## config.mk

```make
export PLATFORM = sky130hd
export DESIGN_NAME = knight_animator
export DESIGN_NICKNAME = d
export VERILOG_FILES = /design/src/rtl/knight_animator.sv
export SDC_FILE = /design/constraint.sdc
export NUM_CORES = 1
export LEC_CHECK = 0
export ABC_AREA = 1
export CAP_MARGIN = 5
export CELL_PAD_IN_SITES_DETAIL_PLACEMENT = 1
export CELL_PAD_IN_SITES_GLOBAL_PLACEMENT = 1
export CORE_MARGIN = 1.5
export CORE_UTILIZATION = 43
export DETAILED_ROUTE_END_ITERATION = 10
export GPL_TIMING_DRIVEN = 0
export PLACE_DENSITY = 0.93
export SLEW_MARGIN = 20
export SYNTH_ARGS = -nofsm -noshare
export SYNTH_HDL_FRONTEND = slang
export SYNTH_SLANG_ARGS = --single-unit
```

## constraint.sdc

```tcl
create_clock -name Clk -period 6.2 [get_ports Clk]
set_clock_uncertainty 0.2 [all_clocks]
set_input_delay 1.55 -clock Clk [delete_from_list [all_inputs] [get_ports Clk]]
set_output_delay 1.55 -clock Clk [all_outputs]
set_load 0.05 [all_outputs]
```

## src/rtl/knight_animator.sv

```systemverilog
// knight_animator: latches per-frame knight parameters on each VS rising edge,
// runs the animation-slot FSM at one frame advance every six frame ticks, and
// produces a registered in-box flag plus sprite ROM address for each pixel.
`default_nettype none

module knight_animator (
  input  logic        Clk,
  input  logic        Reset,
  input  logic        VS,
  input  logic [9:0]  DrawX,
  input  logic [9:0]  DrawY,
  input  logic [9:0]  PlayerX,
  input  logic [9:0]  PlayerY,
  input  logic [9:0]  Player_Size_X,
  input  logic [9:0]  Player_Size_Y,
  input  logic [3:0]  Player_Status,
  input  logic        Inverse,
  output logic        is_knight,
  output logic [14:0] sprite_addr,
  output logic [3:0]  anim_slot
);

  typedef enum logic [2:0] {
    ST_IDLE   = 3'd0,
    ST_WALK   = 3'd1,
    ST_JUMP   = 3'd2,
    ST_FALL   = 3'd3,
    ST_ATTACK = 3'd4
  } anim_state_t;

  // Map a raw status code to an animation state; illegal codes fall back to idle.
  function automatic anim_state_t decode_status(input logic [3:0] status);
    anim_state_t st;
    case (status)
      4'd0:    st = ST_IDLE;
      4'd1:    st = ST_WALK;
      4'd2:    st = ST_JUMP;
      4'd3:    st = ST_FALL;
      4'd4:    st = ST_ATTACK;
      default: st = ST_IDLE;
    endcase
    return st;
  endfunction

  logic        vs_r;
  logic        frame_tick_s;
  anim_state_t state_r;
  anim_state_t state_next_s;
  anim_state_t req_state_s;
  logic [1:0]  frame_r;
  logic [1:0]  frame_next_s;
  logic [2:0]  div_r;
  logic [2:0]  div_next_s;
  logic [3:0]  slot_next_s;

  logic        inv_r;
  logic [9:0]  pos_x_r;
  logic [9:0]  pos_y_r;
  logic [9:0]  size_x_r;
  logic [9:0]  size_y_r;

  logic [9:0]  half_x_s;
  logic [9:0]  half_y_s;
  logic [9:0]  left_s;
  logic [9:0]  top_s;
  logic [10:0] right_s;
  logic [10:0] bottom_s;
  logic        size_ok_s;
  logic        inside_s;
  logic [4:0]  dx_off_s;
  logic [4:0]  col_s;
  logic [5:0]  row_s;
  logic [14:0] addr_s;

  // Frame boundary detection: tick on the 0->1 transition of VS only.
  assign frame_tick_s = VS & ~vs_r;

  // VS history register.
  always_ff @(posedge Clk or posedge Reset) begin
    if (Reset) begin
      vs_r <= 1'b0;
    end else begin
      vs_r <= VS;
    end
  end

  // Snapshot the knight parameters at each frame boundary so a frame never tears.
  always_ff @(posedge Clk or posedge Reset) begin
    if (Reset) begin
      inv_r    <= 1'b0;
      pos_x_r  <= 10'd0;
      pos_y_r  <= 10'd0;
      size_x_r <= 10'd0;
      size_y_r <= 10'd0;
    end else if (frame_tick_s) begin
      inv_r    <= Inverse;
      pos_x_r  <= PlayerX;
      pos_y_r  <= PlayerY;
      size_x_r <= Player_Size_X;
      size_y_r <= Player_Size_Y;
    end
  end

  // Animation next-state: a state change restarts the sequence and wins over a divider rollover.
  always_comb begin
    state_next_s = state_r;
    frame_next_s = frame_r;
    div_next_s   = div_r;
    slot_next_s  = anim_slot;
    req_state_s  = decode_status(Player_Status);
    if (frame_tick_s) begin
      state_next_s = req_state_s;
      if (req_state_s != state_r) begin
        frame_next_s = 2'd0;
        div_next_s   = 3'd0;
      end else if (div_r == 3'd5) begin
        div_next_s = 3'd0;
        case (state_r)
          ST_IDLE:   frame_next_s = (frame_r >= 2'd1) ? 2'd0 : frame_r + 2'd1;
          ST_WALK:   frame_next_s = frame_r + 2'd1;
          ST_ATTACK: frame_next_s = (frame_r >= 2'd2) ? 2'd2 : frame_r + 2'd1;
          default:   frame_next_s = 2'd0;
        endcase
      end else begin
        div_next_s = div_r + 3'd1;
      end
      case (state_next_s)
        ST_IDLE:   slot_next_s = 4'd0 + {2'b00, frame_next_s};
        ST_WALK:   slot_next_s = 4'd2 + {2'b00, frame_next_s};
        ST_JUMP:   slot_next_s = 4'd6;
        ST_FALL:   slot_next_s = 4'd7;
        ST_ATTACK: slot_next_s = 4'd8 + {2'b00, frame_next_s};
        default:   slot_next_s = 4'd0;
      endcase
    end else begin
      state_next_s = state_r;
    end
  end

  // Animation state, frame index, divider and registered slot.
  always_ff @(posedge Clk or posedge Reset) begin
    if (Reset) begin
      state_r   <= ST_IDLE;
      frame_r   <= 2'd0;
      div_r     <= 3'd0;
      anim_slot <= 4'd0;
    end else begin
      state_r   <= state_next_s;
      frame_r   <= frame_next_s;
      div_r     <= div_next_s;
      anim_slot <= slot_next_s;
    end
  end

  // Box geometry and pixel offsets from the latched parameters; edges clamp at 0.
  always_comb begin
    half_x_s  = {1'b0, size_x_r[9:1]};
    half_y_s  = {1'b0, size_y_r[9:1]};
    left_s    = (pos_x_r >= half_x_s) ? (pos_x_r - half_x_s) : 10'd0;
    top_s     = (pos_y_r >= half_y_s) ? (pos_y_r - half_y_s) : 10'd0;
    right_s   = {1'b0, left_s} + {1'b0, size_x_r};
    bottom_s  = {1'b0, top_s} + {1'b0, size_y_r};
    size_ok_s = (size_x_r != 10'd0) && (size_x_r <= 10'd32) &&
                (size_y_r != 10'd0) && (size_y_r <= 10'd64);
    inside_s  = size_ok_s &&
                ({1'b0, DrawX} >= {1'b0, left_s}) && ({1'b0, DrawX} < right_s) &&
                ({1'b0, DrawY} >= {1'b0, top_s})  && ({1'b0, DrawY} < bottom_s);
    // Offsets fit in 5/6 bits when inside, so modular low-bit arithmetic is exact.
    dx_off_s  = DrawX[4:0] - left_s[4:0];
    if (inv_r) begin
      col_s = size_x_r[4:0] - 5'd1 - dx_off_s;
    end else begin
      col_s = dx_off_s;
    end
    row_s  = DrawY[5:0] - top_s[5:0];
    addr_s = {anim_slot, row_s, col_s};
  end

  // Registered pixel outputs, one Clk after DrawX/DrawY; address forced to 0 outside the box.
  always_ff @(posedge Clk or posedge Reset) begin
    if (Reset) begin
      is_knight   <= 1'b0;
      sprite_addr <= 15'd0;
    end else begin
      is_knight   <= inside_s;
      sprite_addr <= inside_s ? addr_s : 15'd0;
    end
  end

endmodule

`default_nettype wire

```

==> results <==
sequential cells by signal, summed over array words and instances, names as in the netlist:
| name | cells |
|---|---|
| is_knight | 1 |
| div_r | 3 |
| frame_r | 2 |
| vs_r | 1 |
| state_r | 3 |
| anim_slot | 4 |
| pos_y_r | 10 |
| pos_x_r | 10 |
| size_y_r | 10 |
| sprite_addr | 15 |
| inv_r | 1 |
| size_x_r | 10 |
cell usage in the layout, fill, tap and decap left out, types with 2 or more instances in the layout:
cell type | Yosys | layout
buf_1 | 4 | 4
nor3_1 | 6 | 6
nor2_1 | 69 | 69
clkinv_2 | 0 | 2
xnor2_1 | 8 | 8
a21o_1 | 5 | 5
clkbuf_1 | 5 | 5
nand2_2 | 2 | 2
nand2_1 | 231 | 231
clkbuf_16 | 0 | 9
o211ai_1 | 3 | 3
clkinvlp_4 | 0 | 2
o21a_1 | 2 | 2
nand3_1 | 45 | 45
a31oi_1 | 7 | 7
dfrtp_1 | 70 | 70
xor2_1 | 22 | 22
ha_1 | 82 | 82
a211oi_1 | 2 | 2
clkdlybuf4s50_1 | 0 | 87
nor2_2 | 3 | 3
or2_2 | 8 | 8
inv_1 | 117 | 116
fa_1 | 7 | 7
o21ai_0 | 50 | 50
a21oi_1 | 43 | 43
nand4_1 | 11 | 11
o21bai_1 | 3 | 3
cell type report:
class | count | area (um^2) | share of cell area, %
sequential | 70 | 1752 | 23.81
buffer | 11 | 50.05 | 0.6803
inverter | 118 | 445.4 | 6.054
timing repair buffer | 88 | 898.4 | 12.21
tap | 176 | 220.2 | 2.993
clock buffer | 10 | 239.0 | 3.248
clock inverter | 4 | 25.02 | 0.3401
multi-input combinational | 624 | 3727 | 50.66
worst max-delay path, delay by kind of cell (launching register included):
family / cells / cell delay [ps]
and+or+nand+nor: 19 / 2030
adders and majority gates: 5 / 1540
AOI/OAI and AO/OA: 2 / 240
DFF: 1 / 360
buffers and inverters: 6 / 670
xor gates and xnor gates: 1 / 190
cells in the mapped netlist, drive strengths merged:
| cell | count | share of area [%] |
|---|---|---|
| o2111ai | 1 | 0.44 |
| nor3 | 7 | 0.67 |
| nand2 | 233 | 15 |
| o21bai | 3 | 0.38 |
| nand3b | 1 | 0.13 |
| ha | 82 | 17 |
| o21a | 2 | 0.25 |
| nor2 | 73 | 4.8 |
| fa | 7 | 2.3 |
| or2 | 9 | 0.94 |
| dfrtp | 70 | 29 |
| a21boi | 1 | 0.13 |
| a21o | 5 | 0.63 |
| a31oi | 7 | 0.73 |
| a31o | 1 | 0.15 |
| nand2b | 1 | 0.10 |
| clkbuf | 5 | 0.31 |
| nand4 | 11 | 1.2 |
| nor4 | 2 | 0.31 |
| a21oi | 43 | 3.6 |
| xnor2 | 8 | 1.2 |
| buf | 6 | 0.52 |
| nand3 | 46 | 4.1 |
| a211oi | 2 | 0.25 |
| xor2 | 22 | 3.2 |
| inv | 118 | 7.4 |
| and3 | 1 | 0.10 |
| o22ai | 1 | 0.10 |
| a22oi | 1 | 0.13 |
| o211ai | 3 | 0.38 |
| o21ai | 51 | 4.3 |
worst paths after layout:
| path | slack, ps | cells past startpoint | start | to |
|---|---|---|---|---|
| max | 880 | 33 | pos_y_r[0] | sprite_addr[9] |
| min | 290 | 2 | pos_y_r[4] | pos_y_r[4] |
| max reg2reg | 880 | 33 | pos_y_r[0] | sprite_addr[9] |
| min in group asynchronous | 1340 | 2 | Reset | anim_slot[0] |
| min reg2reg | 290 | 2 | pos_y_r[4] | pos_y_r[4] |
| max in group asynchronous | 3900 | 3 | Reset | sprite_addr[2] |
routing by layer:
metal	wire length [um]	GRT usage [%]	vias up
met5	0	0	-
met4	375	6.985	0
met3	817	4.746	33
met2	9243	47.44	128
met1	8262	34.06	2843
li1	-	-	2866
stage by stage:
step	power [uW]	util (%)	instances	setup WS [ps]
floorplan	1687	-	823	1967
global placement	2011	52.71	1086	1249
detailed placement	2122	52.93	1087	1039
CTS	2638	54.90	1101	892.8
global route	2883	54.90	1101	483.8
finish	2638	54.90	1101	882.4
power by group through the flow:
stage / clock network, uW / registers, uW / logic [uW]
after floorplan: 0 / 560 / 1130
after global placement: 0 / 556 / 1460
after detailed placement: 0 / 560 / 1560
after CTS: 483 / 553 / 1600
after global routing: 501 / 559 / 1820
final: 477 / 554 / 1610
cell families (layout without fill, tap and decap cells):
group | Yosys count | count (layout) | synth area share [%]
AOI/OAI and AO/OA | 121 | 121 | 11.44
xor gates and xnor gates | 30 | 30 | 4.400
adders and majority gates | 89 | 89 | 19.53
buffers and inverters | 129 | 231 | 8.255
DFF | 70 | 70 | 29.33
and+or+nand+nor | 384 | 384 | 27.05
==> metrics.cfg <==
[cells_and_area]
stdcell_area_mm2=0.007357
diodes=0
fin_nets=1079
areaGrowthSynthToFinish_pct=23.19
drive_gt1_share_pct=4.108
fillCellCount=1715

[logic_synthesis]
yosysWarningCount=0
netlist_instances=823
yosysSeqAreaShare_pct=29.33
syn_area_mm2=0.005972
syn-num-nets=980
synth_area_per_cell_um2=7.256
synthDistinctLibCells=42
synth-seq-cells=70

[sta]
max_freq_mhz=188.1
maxSlewHeadroom_pct=54.63
worst_pin_slew_ps=680.5
setup_viol=0
maxSlewViolCount=0
hold_viol=0
rsz0062_at_grt=no
timing.final.crit_share_pct=85.77
hold_slack_ps=287.8
tns_ps=0
fin_crit_ps=5318

[floorplan]
dieHeight_um=120.9
fp-row-count=42
start_util_pct=44.57
ios=88
die-area_mm2=0.01460
die_x_um=120.9
core_area_mm2=0.01340

[power_and_ir_drop]
ir_worst_vdd_v=0.0002024
power.internal_uw=1387
leakage_uw=0.003769
switchingPower_uw=1251
p_per_area_mw_per_mm2=358.5
power_frac_clock_pct=18.1
sequentialPowerShare_pct=21.0
sw_frac_of_total_pct=47.42
pwr-share-comb_pct=60.9

[setup_path]
critPathSlowestCell=fa_1
end_kind=flop
crit_type=flop to flop
crit_top_cell=nand2_1
cp-start-kind=flop
arrival_ps=5380
worst-path-max-fanout=10
critPathMaxStageDelay_ps=450
required_ps=6260

[drt]
ant_nets=0
vias=5870
first_pass_iters=4
drtIter0Drc=251
wire_per_inst_um=16.98
drt-vias-per-instance=5.332
drc=0
wirelength_mm=18.70

[clock_tree]
clock-root-buffer=clkbuf_16
cts_buffer_depth=2
htree_num_levels=3
cts_buffers=9
insertion_delay_ps=340
numClockSinks=70
cts_resized=0
ctsHoldBuffers=0
cts_tree=yes
cts.clk_slew.worst_paths_ps=60
cts_setup_buffers=0

[worst_hold_path]
worstHoldPathType=flop to flop

[run]
cap_violations=0

[placement]
hpwl_mm=14.86
place_area_mm2=0.007093
port_buffers=87
routabilityCongestion=0.9053

[status]
status=finished clean

[global_route]
grt_pass1_wl_mm=30.86
grt_overflow=0
grtUsageTotal_pct=26.93
grt_pass1_vias=6309
antenna_found_initial=0
grt_max_degree=46

(Power assumes the default switching activity.)
